### src/rtl/identifier_quarter.sv
// CORDIC angle pre-processor: wraps a sign-magnitude degree angle into [0,360) and returns quadrant + residual.
// Build option IDENTIFIER_QUARTER_MIRROR_EN: quadrants 01/11 report the residual measured from the next axis.
module identifier_quarter #(
  parameter int DATA_WIDTH = 20,
  parameter int PHI_WIDTH  = 22
) (
  input  logic                 clk,
  input  logic                 rst,
  input  logic                 enable,
  input  logic [PHI_WIDTH-1:0] phi_veer_in,
  output logic [PHI_WIDTH-1:0] phi_veer_out,
  output logic [1:0]           quarter,
  output logic                 done
);

  localparam int MW = PHI_WIDTH - 1;
  localparam logic [MW-1:0] C90  = MW'(90  << 12);
  localparam logic [MW-1:0] C180 = MW'(180 << 12);
  localparam logic [MW-1:0] C270 = MW'(270 << 12);
  localparam logic [MW-1:0] C360 = MW'(360 << 12);

  // The magnitude field must hold at least 9 integer bits to represent 360.
  if (PHI_WIDTH < 22 || DATA_WIDTH < 1) begin : g_param_check
    $error("identifier_quarter: PHI_WIDTH must be >= 22 and DATA_WIDTH >= 1");
  end

  typedef enum logic [2:0] {
    S_IDLE = 3'd0,
    S_LOAD = 3'd1,
    S_WRAP = 3'd2,
    S_SIGN = 3'd3,
    S_QUAD = 3'd4
  } state_t;

  state_t          r_state;
  state_t          w_next;
  logic            w_capture;
  logic            w_wrap;
  logic            w_sign;
  logic            w_quad;

  logic            r_s;
  logic [MW-1:0]   r_m;
  logic [MW-1:0]   r_out;
  logic [1:0]      r_quarter;
  logic            r_done;

  logic            w_ge90;
  logic            w_ge180;
  logic            w_ge270;
  logic [1:0]      w_q;
  logic [MW-1:0]   w_base;
  logic [MW-1:0]   w_res;
  logic [MW-1:0]   w_out_m;

  always_ff @(posedge clk) begin
    if (!rst) r_state <= S_IDLE;
    else      r_state <= w_next;
  end

  always_comb begin
    w_next = r_state;
    case (r_state)
      S_IDLE:  if (enable) w_next = S_LOAD;
      S_LOAD:  w_next = S_WRAP;
      S_WRAP:  w_next = S_SIGN;
      S_SIGN:  w_next = S_QUAD;
      S_QUAD:  w_next = S_IDLE;
      default: w_next = S_IDLE;
    endcase
  end

  always_comb begin
    w_capture = 1'b0;
    w_wrap    = 1'b0;
    w_sign    = 1'b0;
    w_quad    = 1'b0;
    case (r_state)
      S_IDLE:  w_capture = enable;
      S_WRAP:  w_wrap    = 1'b1;
      S_SIGN:  w_sign    = 1'b1;
      S_QUAD:  w_quad    = 1'b1;
      default: ;
    endcase
  end

  // Thresholds are ordered, so the count of crossed thresholds is the quadrant.
  always_comb begin
    w_ge90  = (r_m >= C90);
    w_ge180 = (r_m >= C180);
    w_ge270 = (r_m >= C270);
    w_q     = {1'b0, w_ge90} + {1'b0, w_ge180} + {1'b0, w_ge270};
    case (w_q)
      2'd0:    w_base = '0;
      2'd1:    w_base = C90;
      2'd2:    w_base = C180;
      default: w_base = C270;
    endcase
    w_res = r_m - w_base;
`ifdef IDENTIFIER_QUARTER_MIRROR_EN
    w_out_m = w_q[0] ? (C90 - w_res) : w_res;
`else
    w_out_m = w_res;
`endif
  end

  always_ff @(posedge clk) begin
    if (!rst) begin
      r_s       <= 1'b0;
      r_m       <= '0;
      r_out     <= '0;
      r_quarter <= 2'd0;
      r_done    <= 1'b0;
    end else begin
      r_done <= w_quad;
      if (w_capture) begin
        r_s <= phi_veer_in[PHI_WIDTH-1];
        r_m <= phi_veer_in[MW-1:0];
      end
      // Inputs stay below 720 degrees, so a single subtraction wraps fully.
      if (w_wrap && (r_m >= C360)) r_m <= r_m - C360;
      if (w_sign && r_s && (r_m != '0)) r_m <= C360 - r_m;
      if (w_quad) begin
        r_quarter <= w_q;
        r_out     <= w_out_m;
      end
    end
  end

  assign phi_veer_out = {1'b0, r_out};
  assign quarter      = r_quarter;
  assign done         = r_done;

endmodule

### config.mk
export PLATFORM = sky130hd
export DESIGN_NAME = identifier_quarter
export DESIGN_NICKNAME = d
export VERILOG_FILES = /design/src/rtl/identifier_quarter.sv
export SDC_FILE = /design/constraint.sdc
export NUM_CORES = 1
export LEC_CHECK = 0
export CORE_AREA = 2 2 102 104
export DETAILED_ROUTE_END_ITERATION = 7
export DIE_AREA = 0 0 104 106
export SETUP_SLACK_MARGIN = 0.15
export SLEW_MARGIN = 10
export SYNTH_ARGS = -nofsm -noshare
export SYNTH_HDL_FRONTEND = slang
export SYNTH_SLANG_ARGS = --single-unit
### constraint.sdc
create_clock -name clk -period 7.4 [get_ports clk]
set_clock_uncertainty 0.15 [all_clocks]
set_input_delay 1.48 -clock clk [delete_from_list [all_inputs] [get_ports clk]]
set_output_delay 1.48 -clock clk [all_outputs]
set_load 0.005 [all_outputs]
==> results of run 1 <==
cell families (layout without fill, tap and decap cells):
group	count (synthesis)	after routing	share of synthesized area, %
and+or+nand+nor	130	130	23.0
adders and majority gates	17	17	7.79
buffers and inverters	37	73	6.27
DFF	49	49	33.9
other	1	1	0.130
muxes	1	1	0.389
AOI/OAI and AO/OA	107	107	23.9
xor gates and xnor gates	15	15	4.54
tightest hold or removal path, cell delays in order, from the launching register on:
cell and delay [ns]:
dfxtp_1 0.32, nand2_1 0.05, a21oi_1 0.05
per-layer routing:
| layer | global-route usage [%] | part of all wire, % |
|---|---|---|
| met1 | 18.7 | 50 |
| met2 | 23.5 | 46 |
| met3 | 2.08 | 3.2 |
| met4 | 3.38 | 0.75 |
| met5 | 0 | 0 |
flip-flops by register name (all words and copies together), names as in the netlist:
register and cells:
r_state 3, r_s 1, r_m 21, quarter 2
r_out 21, done 1
Yosys cell counts (3+ instances only):
cell type  number  share of area, %
a211oi_1        9               2.3
a21oi_1        40               6.9
a22oi_1         3              0.78
a31oi_1         3              0.65
a32oi_1         3              0.91
buf_6           4               1.6
clkbuf_1       13               1.7
dfxtp_1        49                34
ha_1           14               6.1
inv_1          13               1.7
nand2_1        58               7.5
nand3_1         7               1.2
nor2_1         26               3.4
nor3_1          7               1.2
nor4_1          3              0.65
o211ai_1        3              0.78
o21ai_0        21               3.6
o22ai_1         3              0.65
o31ai_1         3              0.78
xnor2_1         9               2.7
xor2_1          6               1.8
area by class of cell:
cell class,count,area [µm²],share of cell area (%)
clock buffer,8,80.1,2.28
inverter,14,52.6,1.49
multi-input combinational,271,1730,49.2
sequential,49,981,27.9
tap,136,170,4.84
timing repair buffer,51,503,14.3
final timing paths:
check,endpoint,slack [ns],depth (start not counted)
worst max register to register,r_out[19],2.98,19
worst min register to register,r_out[17],0.30,2
worst min-delay path,r_out[17],0.30,2
worst max-delay path,r_out[19],2.98,19
power groups by stage:
stage | clock network, µW | registers [µW] | logic, µW
2_1_floorplan | 0 | 299 | 185
3_3_place_gp | 0 | 314 | 223
4_1_cts | 160 | 309 | 229
3_5_place_dp | 0 | 315 | 227
5_1_grt | 166 | 313 | 260
6_report | 154 | 310 | 229
through the flow:
step / power, µW / setup WS (ns) / area (µm²) / hold WS [ns]
floorplan: 485 / 3.38 / 2890 / 0.294
CTS: 698 / 2.99 / 3520 / 0.307
global placement: 537 / 3.16 / 3440 / 0.291
global route: 738 / 2.63 / 3520 / 0.323
detailed placement: 542 / 3.01 / 3440 / 0.295
finish: 693 / 2.98 / 3520 / 0.302
==> out/metrics.json, run 1 <==
{
  "global_route": {
    "grtUsageTotal_pct": 13.9,
    "grt_max_degree": 36,
    "initial_antenna_violation_count": 0,
    "globalRoute.totalOverflow": 0,
    "grt_pass1_vias": 2564,
    "grt_first_pass_wirelength_um": 12600
  },
  "run": {
    "timing.max_cap.violations": 0
  },
  "placed_design": {
    "dp_cells": 521,
    "place_congestion": 0.841,
    "port-buffer-count": 48,
    "place_hpwl_um": 5390
  },
  "setup_path": {
    "data_required_time_of_the_worst_path_ns": 7.46,
    "timing.critical_path.from_type": "flop",
    "regToRegStartpoint": "r_m[0]",
    "path_buf_inv": 3,
    "timing.critical_path.max_delay_family": "adder cells",
    "crit_slowest_cell": "fa_1",
    "worst_setup_path_end_kind": "flop",
    "worstPathMaxFanout": 8,
    "cp_cell_sequence": "inv_1 -> ha_1 -> nor3b_2 -> nand4b_1 -> nor4_1 -> o22ai_1 -> nand2b_1 -> a211oi_1 -> fa_1 -> inv_1 -> ha_1 -> inv_1 -> fa_1 -> maj3_1 -> a21oi_1 -> o21ai_0 -> xor2_1 -> nand2_1 -> a21oi_1",
    "cpPeakStageDelay_ns": 0.64,
    "crit_top_cell": "inv_1",
    "worstSetupStartpoint": "r_m[0]",
    "worstPathArrival_ns": 4.48,
    "critPathKind": "flop to flop"
  },
  "timing": {
    "totalNegativeSetupSlack_ns": 0,
    "rsz0062_at_grt": "false",
    "final-setup-viol-count": 0,
    "layout_worst_path_cycle_share_pct": 59.8,
    "max_clock_freq_ghz": 0.226,
    "timing.final.max_slew_violations": 0,
    "max_slew_margin_pct": 30.8,
    "hold_viol": 0,
    "period_needed_ns": 4.42,
    "worst_slew_pin_slew_ns": 1.03
  },
  "min_path": {
    "hold_class": "flop to flop",
    "hp-start": "r_out[17]"
  },
  "clock_network": {
    "postCtsResizedCells": 0,
    "cts_buffers": 5,
    "worst_skew_pair.late_latency_ns": 0.30,
    "clkTransAtPathRegs_ns": 0.09,
    "root_buffer": "clkbuf_8",
    "htree_levels": 2,
    "cts_setup_buffers": 0,
    "cts_tree": "done",
    "ctsLongestPathBuffers": 2,
    "cts-hold-fix-buffers": 0,
    "cts_num_sinks": 49
  },
  "floorplan": {
    "floorplan.rows": 37,
    "ios": 50,
    "chipHeight_um": 106,
    "core_area_mm2": 0.0100,
    "dieArea_mm2": 0.0110,
    "floorplan.initialDensity_pct": 28.9,
    "die_width_um": 104
  },
  "power_and_ir_drop": {
    "power_per_cell_area_mw_per_mm2": 197,
    "power.switching_fraction_pct": 35.0,
    "internal-power_uw": 451,
    "power_frac_clock_pct": 22.2,
    "leak_uw": 0.00120,
    "pwr-share-seq_pct": 44.7,
    "highest_ir_drop_seen_on_vdd_mv": 0.0787,
    "p_sw_uw": 242,
    "power_frac_comb_pct": 33.1
  },
  "cells_and_area": {
    "antenna_diodes": 0,
    "final_core_utilization_pct": 35.2,
    "syn2layout_area_growth_pct": 21.6,
    "layout.cells.non_filler": 529,
    "drive_above_1_share_pct": 6.62,
    "layout.cells.most_common_list": "nand2_1, dfxtp_1, clkdlybuf4s50_1",
    "layout.nets": 433,
    "layout.cells.most_common": "nand2_1",
    "filler_cell_count": 1089
  },
  "outcome": {
    "result_of_the_run": "finished, final reports clean"
  },
  "logic_synthesis": {
    "yosysWarnings": 0,
    "postSynth.asyncResetShare_pct": 0,
    "synthesis.area_mm2": 0.00289,
    "postSynthCellCount": 357,
    "synthesis.nets": 398,
    "ys_dominant_reg_cell": "dfxtp_1",
    "synthesis_stage_register_bit_count": 49,
    "synth.distinct_cells": 66,
    "synth-seq-area-share_pct": 33.9,
    "synth_enable_flop_cells": 0,
    "synth.avg_cell_area_um2": 8.10
  },
  "drt": {
    "drtPass1Iterations": 4,
    "finalWirelength_um": 7630,
    "wire_per_inst_um": 14.4,
    "routed-via-count": 2669,
    "drt_drc_violations_left": 0,
    "viasPerCell": 5.05,
    "route.antenna.remaining_nets": 0,
    "drt_first_iter_violations": 130
  }
}
(Power assumes the default switching activity.)
==> run 2: changes to the inputs <==
==> constraint.sdc (replaced) <==
create_clock -name clk -period 3.61 [get_ports clk]
set_clock_uncertainty 0.15 [all_clocks]
set_input_delay 0.722 -clock clk [delete_from_list [all_inputs] [get_ports clk]]
set_output_delay 0.722 -clock clk [all_outputs]
set_load 0.005 [all_outputs]
==> run 2 against run 1 <==
Global-route usage up 0.80 points. Register-to-register slack lost 2.9 ns. Largest power group is now combinational cells. Critical path depth unchanged. Utilization rose by 3.8 points. Sequential cell count unchanged. Largest cell class unchanged. Clock-buffer cell count decreased by 1. Setup slack worse by 2.9 ns. Cell count grew 6.0%.
==> out/metrics.json, run 2 (same netlist as run 1, synthesis figures left out) <==
{
  "setup_path": {
    "worst_setup_path_end_kind": "flop",
    "critPathKind": "flop to flop",
    "worstPathMaxFanout": 3,
    "timing.critical_path.from_type": "flop",
    "regToRegStartpoint": "r_m[1]",
    "r2r_setup_slack_ns": 0.13,
    "worst_r2r_endpoint": "r_out[19]",
    "worstPathArrival_ns": 3.58,
    "reg2regPathDepth": 19,
    "data_required_time_of_the_worst_path_ns": 3.71
  },
  "min_path": {
    "hold_class": "flop to flop",
    "worst_hold_path.num_cells": 2,
    "worst_hold_path_ep": "r_out[17]",
    "hp-start": "r_out[17]"
  },
  "timing": {
    "final-setup-viol-count": 0,
    "hold_viol": 0,
    "max_clock_freq_ghz": 0.287,
    "timing.final.max_slew_violations": 0,
    "worst_slew_pin_slew_ns": 0.812,
    "layout_worst_path_cycle_share_pct": 96.5,
    "rsz0062_at_grt": "true",
    "period_needed_ns": 3.48,
    "max_slew_margin_pct": 45.8
  },
  "drt": {
    "route.antenna.remaining_nets": 0,
    "viasPerCell": 4.95,
    "routed-via-count": 2779,
    "drt_drc_violations_left": 0,
    "drtPass1Iterations": 4,
    "finalWirelength_um": 7920,
    "drt_first_iter_violations": 127,
    "wire_per_inst_um": 14.1
  },
  "cells_and_area": {
    "fin_area_mm2": 0.00390,
    "antenna_diodes": 0,
    "final_core_utilization_pct": 39.0,
    "syn2layout_area_growth_pct": 34.8,
    "largestRegisters": "r_m: 21 flops, r_out: 21 flops, r_state: 3 flops",
    "layout.cells.most_common_list": "nand2_1, clkdlybuf4s50_1, dfxtp_1",
    "layout.nets": 465,
    "layout.cells.most_common": "nand2_1",
    "drive_above_1_share_pct": 19.5
  },
  "floorplan": {
    "floorplan.initialDensity_pct": 28.9,
    "chipHeight_um": 106,
    "dieArea_mm2": 0.0110,
    "die_width_um": 104,
    "floorplan.rows": 37,
    "ios": 50,
    "core_area_mm2": 0.0100
  },
  "global_route": {
    "grt_pass1_vias": 2725,
    "grt_max_degree": 27,
    "globalRoute.totalOverflow": 0,
    "initial_antenna_violation_count": 0,
    "grt_first_pass_wirelength_um": 13200,
    "grtUsageTotal_pct": 14.7
  },
  "outcome": {
    "result_of_the_run": "finished, final reports clean"
  },
  "clock_network": {
    "cts_tree": "done",
    "cts_num_sinks": 49,
    "clkTransAtPathRegs_ns": 0.09,
    "htree_levels": 2,
    "ctsLongestPathBuffers": 2,
    "worst_skew_pair.late_latency_ns": 0.31,
    "root_buffer": "clkbuf_8",
    "cts-hold-fix-buffers": 0,
    "cts_buffers": 5
  },
  "placed_design": {
    "placed_cell_area_mm2": 0.00372,
    "port-buffer-count": 48,
    "place_congestion": 0.841,
    "place_hpwl_um": 6020
  },
  "power_and_ir_drop": {
    "power_per_cell_area_mw_per_mm2": 418,
    "highest_ir_drop_seen_on_vdd_mv": 0.178,
    "leak_uw": 0.00136
  },
  "run": {
    "timing.max_cap.violations": 0
  }
}
## run 2: area by class of cell
cell class | count | area (µm²)
Inverter | 14 | 55.1
Clock buffer | 7 | 76.3
Tap cell | 136 | 170
Multi-Input combinational cell | 271 | 1860
Timing Repair Buffer | 83 | 743
Sequential cell | 49 | 985
Clock inverter | 1 | 7.51
Fill cell | 1050 | 6100
## run 2: how the worst max path moves through the flow
| stage | slack [ns] | depth (start not counted) | to | startpoint |
|---|---|---|---|---|
| after floorplan | -0.13 | 20 | r_out[19] | r_m[1] |
| after global placement | 0.04 | 19 | r_out[19] | r_m[1] |
| after detailed placement | -0.04 | 19 | r_out[19] | r_m[1] |
| after CTS | 0.06 | 19 | r_out[19] | r_m[1] |
| final | 0.13 | 19 | r_out[19] | r_m[1] |
| after global routing | -0.07 | 19 | r_out[19] | r_m[1] |
## run 2: what timing repair did
item	CTS	global route
gates resized for setup	8	7
setup endpoints to repair	3	5
pin swaps	4	4
buffers inserted	0	3
## run 2: report_power, final
| group | switching [µW] | leakage, µW | internal, µW | total (µW) |
|---|---|---|---|---|
| registers | 37.6 | 0.000400 | 572 | 609 |
| clock network | 192 | 0.0000385 | 138 | 329 |
| logic | 344 | 0.000926 | 347 | 691 |
| total | 573 | 0.00136 | 1060 | 1630 |
## run 2: critical path, stage by stage (launching register included)
cell	delay, ns
dfxtp_2	0.34
inv_2	0.04
ha_4	0.15
nor3b_4	0.14
nand4b_1	0.14
nor4_2	0.05
o22ai_1	0.13
nand2b_1	0.08
a211oi_2	0.21
fa_2	0.51
inv_4	0.08
ha_4	0.12
inv_2	0.03
fa_2	0.35
maj3_2	0.34
a21oi_4	0.15
o21ai_2	0.07
xor2_1	0.13
nand2_1	0.06
a21oi_1	0.13
## run 2: routing by layer
layer	routed length [µm]	global-route usage, %	vias to the layer above
met1	3800	19.4	1301
met4	138	5.02	0
met5	0	0	-
li1	-	-	1396
met2	3640	24.4	68
met3	345	2.70	14
## run 2: stage by stage
step,hold WS (ns),TNS (ns),instances,worst slack [ns],total power [µW]
final,0.301,0,561,0.126,1630
after global routing,0.325,-0.162,561,-0.0727,1730
after CTS,0.308,0,558,0.0600,1580
after detailed placement,0.292,-0.0414,550,-0.0414,1230
after global placement,0.291,0,550,0.0432,1220
after floorplan,0.294,-0.177,357,-0.129,1050
==> run 3: changes to the inputs <==
==> constraint.sdc (replaced) <==
create_clock -name clk -period 4.4 [get_ports clk]
set_clock_uncertainty 0.15 [all_clocks]
set_input_delay 0.88 -clock clk [delete_from_list [all_inputs] [get_ports clk]]
set_output_delay 0.88 -clock clk [all_outputs]
set_load 0.005 [all_outputs]
==> run 3 against run 2 <==
Die area did not move. First-iteration DRC count fell by 23%. Worst hold slack barely moved. Clock power fell by 25%. Largest cell class unchanged. Final area fell by 7.5%. Via count fell by 5.4%. Setup slack improved by 0.35 ns. Maximum frequency fell by 11%. Sequential cell count did not move. Sequential power fell by 15%. Critical endpoint unchanged.
==> out/metrics.json, run 3 (same netlist as run 1, synthesis figures left out) <==
{
  "outcome": {
    "result_of_the_run": "finished, final reports clean"
  },
  "cells_and_area": {
    "layout.nets": 442,
    "final_core_utilization_pct": 36.0,
    "syn2layout_area_growth_pct": 24.7,
    "antenna_diodes": 0,
    "drive_above_1_share_pct": 10.5,
    "largestRegisters": "r_m: 21 flops, r_out: 21 flops, r_state: 3 flops",
    "layout.cells.most_common": "nand2_1",
    "layout.cells.most_common_list": "nand2_1, dfxtp_1, clkdlybuf4s50_1",
    "fin_area_mm2": 0.00360,
    "filler_cell_count": 1069
  },
  "setup_path": {
    "worst_r2r_endpoint": "r_out[19]",
    "worstPathMaxFanout": 5,
    "worst_setup_path_end_kind": "flop",
    "timing.critical_path.max_delay_family": "adder cells",
    "crit_top_cell": "inv_1",
    "worstPathArrival_ns": 4.00,
    "path_buf_inv": 3,
    "data_required_time_of_the_worst_path_ns": 4.48,
    "timing.critical_path.from_type": "flop",
    "cpPeakStageDelay_ns": 0.46,
    "crit_slowest_cell": "fa_1",
    "critPathKind": "flop to flop",
    "regToRegStartpoint": "r_m[0]",
    "r2r_setup_slack_ns": 0.47,
    "worstSetupStartpoint": "r_m[0]",
    "reg2regPathDepth": 19,
    "cp_cell_sequence": "inv_1 -> ha_1 -> nor3b_4 -> nand4b_1 -> nor4_2 -> o22ai_1 -> nand2b_1 -> a211oi_2 -> fa_1 -> inv_1 -> ha_2 -> inv_1 -> fa_2 -> maj3_1 -> a21oi_2 -> o21ai_0 -> xor2_1 -> nand2_1 -> a21oi_1"
  },
  "clock_network": {
    "cts_num_sinks": 49,
    "clkTransAtPathRegs_ns": 0.09,
    "worst_skew_pair.late_latency_ns": 0.30,
    "ctsLongestPathBuffers": 2,
    "cts-hold-fix-buffers": 0,
    "root_buffer": "clkbuf_8",
    "htree_levels": 2,
    "cts_buffers": 5,
    "cts_tree": "done"
  },
  "min_path": {
    "hp-start": "r_out[17]",
    "hold_class": "flop to flop",
    "worst_hold_path.num_cells": 2,
    "worst_hold_path_ep": "r_out[17]"
  },
  "drt": {
    "viasPerCell": 4.91,
    "drt_drc_violations_left": 0,
    "drt_first_iter_violations": 98,
    "wire_per_inst_um": 13.7,
    "routed-via-count": 2630,
    "drtPass1Iterations": 5,
    "finalWirelength_um": 7350,
    "route.antenna.remaining_nets": 0
  },
  "timing": {
    "rsz0062_at_grt": "false",
    "timing.final.max_slew_violations": 0,
    "layout_worst_path_cycle_share_pct": 89.2,
    "worst_slew_pin_slew_ns": 0.774,
    "totalNegativeSetupSlack_ns": 0,
    "max_clock_freq_ghz": 0.255,
    "final-setup-viol-count": 0,
    "max_slew_margin_pct": 48.2,
    "hold_viol": 0,
    "period_needed_ns": 3.93
  },
  "global_route": {
    "grtUsageTotal_pct": 13.3,
    "initial_antenna_violation_count": 0,
    "globalRoute.totalOverflow": 0,
    "grt_max_degree": 26,
    "grt_pass1_vias": 2459,
    "grt_first_pass_wirelength_um": 12100
  },
  "floorplan": {
    "dieArea_mm2": 0.0110,
    "chipHeight_um": 106,
    "ios": 50,
    "floorplan.rows": 37,
    "die_width_um": 104,
    "core_area_mm2": 0.0100,
    "floorplan.initialDensity_pct": 28.9
  },
  "placed_design": {
    "place_congestion": 0.824,
    "port-buffer-count": 48,
    "place_hpwl_um": 5510,
    "placed_cell_area_mm2": 0.00349
  },
  "power_and_ir_drop": {
    "power.switching_fraction_pct": 34.7,
    "p_sw_uw": 410,
    "pwr-share-seq_pct": 43.9,
    "internal-power_uw": 771,
    "leak_uw": 0.00124,
    "highest_ir_drop_seen_on_vdd_mv": 0.130,
    "power_frac_comb_pct": 35.1,
    "power_per_cell_area_mw_per_mm2": 327,
    "power_frac_clock_pct": 21.0
  },
  "run": {
    "timing.max_cap.violations": 0
  }
}
[run 3: cell types whose count changed in the layout (fill, tap and decap cells not counted), sizes merged]
cell	previous run	this run
clkinvlp	1	0
clkinv	1	2
buf	35	12
clkbuf	7	5
[run 3: metal layers]
layer | GRT usage [%] | vias to the layer above | wire [µm]
met2 | 20.9 | 59 | 3260
met3 | 2.58 | 11 | 291
met5 | 0 | - | 0
met4 | 3.96 | 0 | 102
li1 | - | 1348 | -
met1 | 18.6 | 1212 | 3700
[run 3: power by group through the flow]
stage	Sequential (µW)	Combinational (µW)	Clock (µW)
2_1_floorplan	503	312	0
3_3_place_gp	525	393	0
3_5_place_dp	526	399	0
4_1_cts	516	401	255
5_1_grt	524	470	271
6_report	518	414	248
[run 3: tightest hold or removal path, delay by kind of cell, from the launching register on]
kind	cells	cell delay, ns
and+or+nand+nor	1	0.05
AOI/OAI and AO/OA	1	0.05
DFF	1	0.31
[run 3: layout make-up]
class,instances,area (µm²),share of cell area (%)
inverters,14,52.6,1.46
flip-flops and latches,49,982,27.2
multi-input cells,271,1760,48.7
well taps,136,170,4.72
clock inverters,1,5.00,0.139
repair buffers,60,571,15.8
clock buffers,5,68.8,1.91
[run 3: worst max-delay path by stage]
stage | cells after the start | slack, ns | endpoint
after floorplan | 18 | 0.38 | r_out[19]
after global placement | 19 | 0.48 | r_out[19]
after detailed placement | 19 | 0.36 | r_out[19]
after CTS | 19 | 0.34 | r_out[19]
after global routing | 19 | 0.16 | r_out[19]
final | 19 | 0.47 | r_out[19]
[run 3: stage by stage]
stage	cells	hold WS, ns	setup WS [ns]	power [µW]
final	536	0.301	0.473	1180
after global routing	536	0.330	0.160	1260
after CTS	534	0.305	0.341	1170
after detailed placement	528	0.293	0.363	925
after global placement	528	0.292	0.484	918
after floorplan	357	0.294	0.376	815
[run 3: what timing repair did]
| action | 4_1_cts | 5_1_grt |
|---|---|---|
| gates resized for setup | 0 | 7 |
| setup endpoints to repair | 0 | 3 |
| setup buffers | 0 | 2 |
